### src/rtl/demux12_pkg.sv
// demux12_pkg: shared constants and types for the 1-to-2 buffered demux.
// The optional DEMUX12_SKID_EN macro, when defined, deepens every output
// buffer from one entry to two (see demux12_slot).
package demux12_pkg;

  // Default data word width
  localparam int DEMUX12_WIDTH = 32;

  // Data word at the default width
  typedef logic [DEMUX12_WIDTH-1:0] data_t;

  // Select encoding: which in_sel value names which output
  localparam logic SEL_OUT0 = 1'b0;
  localparam logic SEL_OUT1 = 1'b1;

  // True when a select value routes to output 0 under a given mapping
  function automatic logic routes_to_out0(input logic sel, input logic sel_first);
    return (sel == sel_first);
  endfunction

endpackage

### src/rtl/demux12_slot.sv
// demux12_slot: per-output buffer with a valid/ready drain side.
// Default build: single entry. With DEMUX12_SKID_EN defined: 2-entry FIFO
// (head + tail), so one consumer stall does not throttle the producer.
// out_data is always the head register: it is held while stalled and keeps
// the last presented word after the buffer drains empty.
module demux12_slot
  import demux12_pkg::*;
#(
  parameter int WIDTH = DEMUX12_WIDTH
) (
  input  logic             clk,
  input  logic             rst,
  input  logic             push,
  input  logic [WIDTH-1:0] push_data,
  input  logic             pop_ready,
  output logic             can_accept,
  output logic             out_valid,
  output logic [WIDTH-1:0] out_data
);

  logic             head_valid_r;
  logic [WIDTH-1:0] head_data_r;
  logic             head_valid_s;
  logic [WIDTH-1:0] head_data_s;
  logic             drain_s;

  assign drain_s   = head_valid_r & pop_ready;
  assign out_valid = head_valid_r;
  assign out_data  = head_data_r;

`ifdef DEMUX12_SKID_EN

  logic             tail_valid_r;
  logic [WIDTH-1:0] tail_data_r;
  logic             tail_valid_s;
  logic [WIDTH-1:0] tail_data_s;

  // Room exists when the tail is free or the head leaves this cycle
  always_comb begin
    can_accept = (~tail_valid_r) | drain_s;
  end

  // Next state of the two-entry FIFO for each drain/push combination
  always_comb begin
    head_valid_s = head_valid_r;
    head_data_s  = head_data_r;
    tail_valid_s = tail_valid_r;
    tail_data_s  = tail_data_r;
    case ({drain_s, push})
      2'b00: begin
        head_valid_s = head_valid_r;
      end
      2'b01: begin
        if (!head_valid_r) begin
          head_valid_s = 1'b1;
          head_data_s  = push_data;
        end else begin
          tail_valid_s = 1'b1;
          tail_data_s  = push_data;
        end
      end
      2'b10: begin
        if (tail_valid_r) begin
          head_data_s  = tail_data_r;
          tail_valid_s = 1'b0;
        end else begin
          head_valid_s = 1'b0;
        end
      end
      2'b11: begin
        // Occupancy unchanged: shift tail forward and refill, or replace head
        if (tail_valid_r) begin
          head_data_s = tail_data_r;
          tail_data_s = push_data;
        end else begin
          head_data_s = push_data;
        end
      end
      default: begin
        head_valid_s = head_valid_r;
      end
    endcase
  end

  // FIFO registers; reset empties both entries and zeroes the data
  always_ff @(posedge clk) begin
    if (rst) begin
      head_valid_r <= 1'b0;
      head_data_r  <= {WIDTH{1'b0}};
      tail_valid_r <= 1'b0;
      tail_data_r  <= {WIDTH{1'b0}};
    end else begin
      head_valid_r <= head_valid_s;
      head_data_r  <= head_data_s;
      tail_valid_r <= tail_valid_s;
      tail_data_r  <= tail_data_s;
    end
  end

`else

  // Single entry: room when empty or when the held word leaves this cycle
  always_comb begin
    can_accept = (~head_valid_r) | pop_ready;
  end

  // Next state of the single entry; a push wins over a drain (both happen)
  always_comb begin
    head_valid_s = head_valid_r;
    head_data_s  = head_data_r;
    if (push) begin
      head_valid_s = 1'b1;
      head_data_s  = push_data;
    end else if (drain_s) begin
      head_valid_s = 1'b0;
    end else begin
      head_valid_s = head_valid_r;
    end
  end

  // Entry register; reset empties it and zeroes the data
  always_ff @(posedge clk) begin
    if (rst) begin
      head_valid_r <= 1'b0;
      head_data_r  <= {WIDTH{1'b0}};
    end else begin
      head_valid_r <= head_valid_s;
      head_data_r  <= head_data_s;
    end
  end

`endif

endmodule

### src/rtl/demux12_pipe.sv
// demux12_pipe: routes a valid/ready word stream to one of two buffered
// outputs by in_sel. Each output owns an independent demux12_slot, so a
// stalled consumer only blocks words addressed to it. Optional macro:
// DEMUX12_SKID_EN (2-entry buffers instead of 1-entry).
module demux12_pipe
  import demux12_pkg::*;
#(
  parameter int   WIDTH     = DEMUX12_WIDTH,
  parameter logic SEL_FIRST = SEL_OUT0
) (
  input  logic             clk,
  input  logic             rst,
  input  logic             in_valid,
  output logic             in_ready,
  input  logic [WIDTH-1:0] in_data,
  input  logic             in_sel,
  output logic             out0_valid,
  input  logic             out0_ready,
  output logic [WIDTH-1:0] out0_data,
  output logic             out1_valid,
  input  logic             out1_ready,
  output logic [WIDTH-1:0] out1_data
);

  logic to0_s;
  logic accept0_s;
  logic accept1_s;
  logic push0_s;
  logic push1_s;

  // Destination decode and readiness of the addressed buffer only;
  // in_valid deliberately plays no part in in_ready
  always_comb begin
    to0_s = routes_to_out0(in_sel, SEL_FIRST);
    if (rst) begin
      in_ready = 1'b0;
    end else if (to0_s) begin
      in_ready = accept0_s;
    end else begin
      in_ready = accept1_s;
    end
  end

  // A handshake writes only the selected buffer
  always_comb begin
    push0_s = in_valid & in_ready & to0_s;
    push1_s = in_valid & in_ready & (~to0_s);
  end

  demux12_slot #(.WIDTH(WIDTH)) u_slot0 (
    .clk        (clk),
    .rst        (rst),
    .push       (push0_s),
    .push_data  (in_data),
    .pop_ready  (out0_ready),
    .can_accept (accept0_s),
    .out_valid  (out0_valid),
    .out_data   (out0_data)
  );

  demux12_slot #(.WIDTH(WIDTH)) u_slot1 (
    .clk        (clk),
    .rst        (rst),
    .push       (push1_s),
    .push_data  (in_data),
    .pop_ready  (out1_ready),
    .can_accept (accept1_s),
    .out_valid  (out1_valid),
    .out_data   (out1_data)
  );

endmodule

### config.mk
export PLATFORM = sky130hd
export DESIGN_NAME = demux12_pipe
export DESIGN_NICKNAME = d
export VERILOG_FILES = /design/src/rtl/demux12_pkg.sv /design/src/rtl/demux12_slot.sv /design/src/rtl/demux12_pipe.sv
export SDC_FILE = /design/constraint.sdc
export NUM_CORES = 1
export LEC_CHECK = 0
export CAP_MARGIN = 10
export CORE_AREA = 10 10 100 85
export CTS_BUF_LIST = sky130_fd_sc_hd__clkbuf_16
export CTS_CLUSTER_DIAMETER = 150
export DETAILED_ROUTE_END_ITERATION = 10
export DIE_AREA = 0 0 110 95
export PLACE_DENSITY = 0.85
export SYNTH_ARGS = -nofsm -noshare
export SYNTH_HDL_FRONTEND = slang
export SYNTH_SLANG_ARGS = --single-unit
### constraint.sdc
create_clock -name clk -period 1.46 [get_ports clk]
set_input_delay 0.146 -clock clk [delete_from_list [all_inputs] [get_ports clk]]
set_output_delay 0.146 -clock clk [all_outputs]
set_load 0.1 [all_outputs]
==> impl_metrics.toml, run 1 <==
[timing]
max_freq_mhz = 705
holdWs_ns = 0.279
min_period_ns = 1.42
rsz0062_at_grt = "false"
finalSetupViolations = 0
slew_viol_final = 0
min_period_over_period_pct = 97.2
fin_ws_ns = 0.0415
relSlewSlack_pct = 80.7
fin_skew_ns = 0.00664
worst_pin_slew_ns = 0.289
finalHoldViolations = 0

[finish]
multi_input_area_sq_um = 1340
seqCellArea_sq_um = 1330
fillerInstances = 424
nets = 369
drive_gt1_share_pct = 49.1
syn_to_final_growth_pct = 81.8
finish.cell_count_without_fillers = 423
insertedDiodeCount = 0
utilization_pct = 74.9

[worst_setup_path]
worstPathMaxFanout = 2
crit_start = "in_sel"
r2r_slack_ns = 0.18
critPathBufInv = 3
max_stage_delay_ns = 0.51
crit_end = "in_ready"
path_class = "input pin to primary output"
cp_slowest_cell = "clkdlybuf4s50_1"
path_depth = 5
cp_cell_sequence = "clkdlybuf4s50_1, buf_4, mux2i_4, nor2_4, buf_12"
critical_path_arrival_ns = 1.27
r2r_cells = 4
cp-end-kind = "primary output"
worstReg2RegEnd = "u_slot0.out_data[23]"
startpoint_type = "input pin"
reg2reg_from = "u_slot0.out_valid"
required_ns = 1.31
cp_top_family = "buffers and inverters"

[detailed_routing]
firstDrtPassIters = 4
wl_per_cell_um = 17.9
routed_wl_um = 7590
drc = 0
vias_per_cell = 4.63
ant_nets = 0
vias = 1958
drtIter0Drc = 45

[clock_network]
path_clk_slew_ns = 0.05
ctsHtreeMaxLevel = 3
clockBufferDepth = 2
cts-root-buf = "clkbuf_16"
cts_tree = "built"
cts-hold-fix-buffers = 0
insertion_delay_ns = 0.33
cts.sinks = 66
cts_buffers = 9

[grt]
first_global_vias = 2193
grt_pass1_wl_um = 12000
grt_max_degree = 29
antenna_found_initial = 0
grt-ovfl-total = 0
globalRouteTotalUtil_pct = 15.1

[power_and_ir_drop]
fin_total_pwr_mw = 5.87
power.density_nw_per_um2 = 1190
netSwitchingFraction_pct = 31.0
leakage_nw = 2.13
clockPowerShare_pct = 38.6
p_seq_share_pct = 34.3
p_int_mw = 4.05
p_sw_mw = 1.82
combPwrFrac_pct = 27.2
peakVddDrop_v = 0.00113

[logic_synthesis]
syn_nets = 254
synth_area_per_cell_sq_um = 12.6
ys_types = 16
ys.warnings.count = 0
ys_seq_area_share_pct = 48.7
syn_area_sq_um = 2710
syn_inst = 216
synth-seq-cells = 66

[min_path]
hold_class = "input pin to flop"

[place]
portBuffers = 104
pre_cts_slack_ns = -0.115
numPlacedInstances = 406
gp_congestion = 0.707
dp_hpwl_um = 5900

[die]
die_area_sq_um = 10500
die_h_um = 95
rows = 27
boundaryPins = 105
core_sq_um = 6590
dieWidth_um = 110
start_util_pct = 41.2

[status]
status = "completed"

[run]
max-cap-violations = 0
Yosys cell counts, drive strengths merged:
master	n	area (sq um)
nand2b	2	12.5
a21oi	2	10.0
nand4b	1	23.8
nand2	1	6.26
nor3b	1	12.5
buf	10	71.3
mux2	64	830
mux2i	1	10.0
clkbuf	3	11.3
dfxtp	66	1320
nor2	1	3.75
nor2b	64	400
final cells by class:
type                       count  area share [%]
tap                           87            2.21
multi-input combinational    137            27.1
timing repair buffer         117            37.4
clock buffer                   9            4.57
clock inverter                 7            1.83
sequential                    66            26.9
placed cells by master, fill, tap and decap left out, types with 2 or more instances in the layout:
| cell type | Yosys | layout |
|---|---|---|
| buf_12 | 0 | 70 |
| mux2_1 | 3 | 3 |
| dfxtp_1 | 66 | 64 |
| buf_4 | 1 | 10 |
| inv_4 | 0 | 2 |
| mux2_2 | 32 | 32 |
| bufinv_16 | 0 | 2 |
| clkdlybuf4s50_1 | 0 | 36 |
| dfxtp_4 | 0 | 2 |
| clkbuf_16 | 0 | 9 |
| mux2_4 | 29 | 29 |
| a21oi_1 | 2 | 2 |
| nor2b_1 | 64 | 64 |
repair_timing:
item	CTS	global route
gates resized for setup	3	0
setup buffers	0	1
setup endpoints to repair	1	1
pin swaps	0	0
worst register-to-register path: stages (launching register included):
cell      delay, ns
dfxtp_4        0.35
nand2b_1       0.13
nand2_2        0.15
buf_12         0.20
mux2_4         0.33
worst min path at each step:
| stage | start | to | slack [ns] | cells past startpoint |
|---|---|---|---|---|
| 4_1_cts | rst | u_slot1.out_valid | 0.28 | 3 |
| 3_3_place_gp | u_slot0.out_valid | u_slot0.out_valid | 0.58 | 2 |
| 6_report | rst | u_slot1.out_valid | 0.28 | 3 |
| 3_5_place_dp | u_slot0.out_valid | u_slot0.out_valid | 0.59 | 2 |
| 5_1_grt | rst | u_slot1.out_valid | 0.30 | 3 |
| 2_1_floorplan | in_data[24] | u_slot1.out_data[24] | 0.27 | 1 |
registers in the layout, summed over array words and instances, names as in the netlist:
signal             flops
u_slot1.out_valid      1
u_slot0.out_data      32
u_slot1.out_data      32
u_slot0.out_valid      1
logic make-up (layout without fill, tap and decap cells):
family          after synthesis  in the layout  synth area share, %
compound gates                2              2                0.369
buf+inv                      13            133                 3.04
mux                          65             65                 31.0
simple gates                 70             70                 16.9
flops                        66             66                 48.7
routing by layer:
layer / routed length, um / GRT usage [%] / vias to the layer above
li1: - / - / 958
met1: 2680 / 14.9 / 921
met2: 3970 / 25.9 / 71
met3: 843 / 9.05 / 8
met4: 93 / 5.19 / 0
met5: 0 / 0 / -
stage by stage:
stage	cell area, sq um	setup TNS, ns
final	4930	0
after global routing	4930	0
after CTS	4920	0
after detailed placement	4590	-5.74
after global placement	4590	-4.01
after floorplan	2730	-1.22
power groups by stage:
stage	Sequential [mW]	Combinational [mW]	Clock, mW
finish	2.01	1.60	2.26
global route	2.02	1.64	2.40
CTS	2.01	1.61	2.33
detailed placement	2.05	1.60	0
global placement	2.04	1.58	0
floorplan	2.71	0.257	0
(Power assumes the default switching activity.)
==> inputs of run 2 (changes only) <==
Settings changed: MAX_ROUTING_LAYER from default to met4.
Clock period 1.46 ns to 1.4 ns, I/O delays scaled along.
==> impl_metrics.toml, run 2 (same netlist as run 1, synthesis figures left out) <==
[run]
max-cap-violations = 0

[place]
numPlacedInstances = 405
portBuffers = 104
dp_hpwl_um = 5740
gp_congestion = 0.712
pre_cts_slack_ns = -0.151

[timing]
fin_ws_ns = 0.0788
fin_setup_tns_ns = 0
rsz0062_at_grt = "false"
finalHoldViolations = 0
min_period_ns = 1.32
max_freq_mhz = 757
min_period_over_period_pct = 94.4
worst_pin_slew_ns = 0.218
finalSetupViolations = 0
holdWs_ns = 0.378
relSlewSlack_pct = 85.5
slew_viol_final = 0
fin_skew_ns = 0.00448

[finish]
multi_input_area_sq_um = 1340
drive_gt1_share_pct = 48.8
finish.cell_count_without_fillers = 421
nets = 367
fillerInstances = 405
utilization_pct = 74.5
layout_common_cells = "buf_12, nor2b_1, dfxtp_1"
seqCellArea_sq_um = 1330
syn_to_final_growth_pct = 80.8
insertedDiodeCount = 0
final_common_cell = "buf_12"

[grt]
grt-ovfl-total = 0
globalRouteTotalUtil_pct = 15.1
first_global_vias = 2194
grt_pass1_wl_um = 11800
antenna_found_initial = 0
grt_max_degree = 45

[worst_setup_path]
reg2reg_from = "u_slot0.out_valid"
cp_cell_sequence = "clkdlybuf4s50_1, nand2b_4, mux2i_4, nor2_4, buf_12"
worstReg2RegEnd = "u_slot0.out_data[19]"
max_stage_delay_ns = 0.47
r2r_cells = 4
r2r_slack_ns = 0.15
cp_slowest_cell = "clkdlybuf4s50_1"
worstPathMaxFanout = 3
required_ns = 1.26
cp-end-kind = "primary output"
startpoint_type = "input pin"
path_class = "input pin to primary output"
critical_path_arrival_ns = 1.18

[clock_network]
cts-root-buf = "clkbuf_16"
cts.sinks = 66
cts_tree = "built"
insertion_delay_ns = 0.32
path_clk_slew_ns = 0.05
clockBufferDepth = 2
cts_buffers = 9
ctsHtreeMaxLevel = 3

[power_and_ir_drop]
peakVddDrop_v = 0.000848
power.density_nw_per_um2 = 1210
leakage_nw = 2.12

[die]
core_sq_um = 6590
start_util_pct = 41.2
dieWidth_um = 110
rows = 27
die_area_sq_um = 10500
die_h_um = 95
boundaryPins = 105

[min_path]
min_path_cells = 3
holdPathEnd = "u_slot0.out_valid"
hold_class = "input pin to flop"
worstHoldStart = "rst"

[detailed_routing]
vias = 1930
ant_nets = 0
drtIter0Drc = 31
drc = 0
firstDrtPassIters = 4
vias_per_cell = 4.58
routed_wl_um = 7500
wl_per_cell_um = 17.8

[status]
status = "completed"
-- run 2: through the flow --
stage / total power [mW] / area [sq um]
floorplan: 3.11 / 2750
global placement: 3.77 / 4600
detailed placement: 3.80 / 4600
CTS: 5.99 / 4900
global route: 6.13 / 4900
finish: 5.92 / 4900
-- run 2: how the worst max path moves through the flow --
stage	end	slack (ns)	startpoint	cells past startpoint
after floorplan	u_slot1.out_data[10]	0.03	u_slot1.out_valid	4
after global placement	u_slot0.out_data[15]	-0.12	in_valid	5
after detailed placement	u_slot0.out_data[14]	-0.15	in_valid	5
after CTS	in_ready	0.08	u_slot1.out_valid	4
after global routing	in_ready	0.05	u_slot1.out_valid	4
final	in_ready	0.08	out1_ready	5
-- run 2: where the power goes --
part | internal [mW] | leakage (nW) | switching [mW] | total, mW
registers | 1.99 | 0.542 | 0.109 | 2.09
clock network | 1.37 | 0.141 | 0.790 | 2.16
logic | 0.680 | 1.43 | 0.985 | 1.66
-- run 2: cell type report --
type	instances	share of cell area (%)
timing repair buffer	115	37.3
tap	87	2.22
sequential	66	27.1
clock inverter	7	1.40
multi-input combinational	137	27.4
clock buffer	9	4.59
-- run 2: timing repair --
item	CTS	global route
resized for setup	4	0
hold endpoints to repair	0	0
hold buffers	0	0
setup buffers	2	0
setup endpoints to repair	1	0
-- run 2: worst max-delay path: cells and delay by family --
family,cells,cell delay [ns]
buffers and inverters,2,0.65
muxes,1,0.08
and+or+nand+nor,2,0.30
-- run 2: per-layer routing --
metal  wire length, um  global-route usage [%]  vias up
met4                 8                    2.92        0
li1                  -                       -      944
met1              2920                    15.4      920
met2              3930                    25.5       64
met5                 0                       -        -
met3               632                    7.76        2
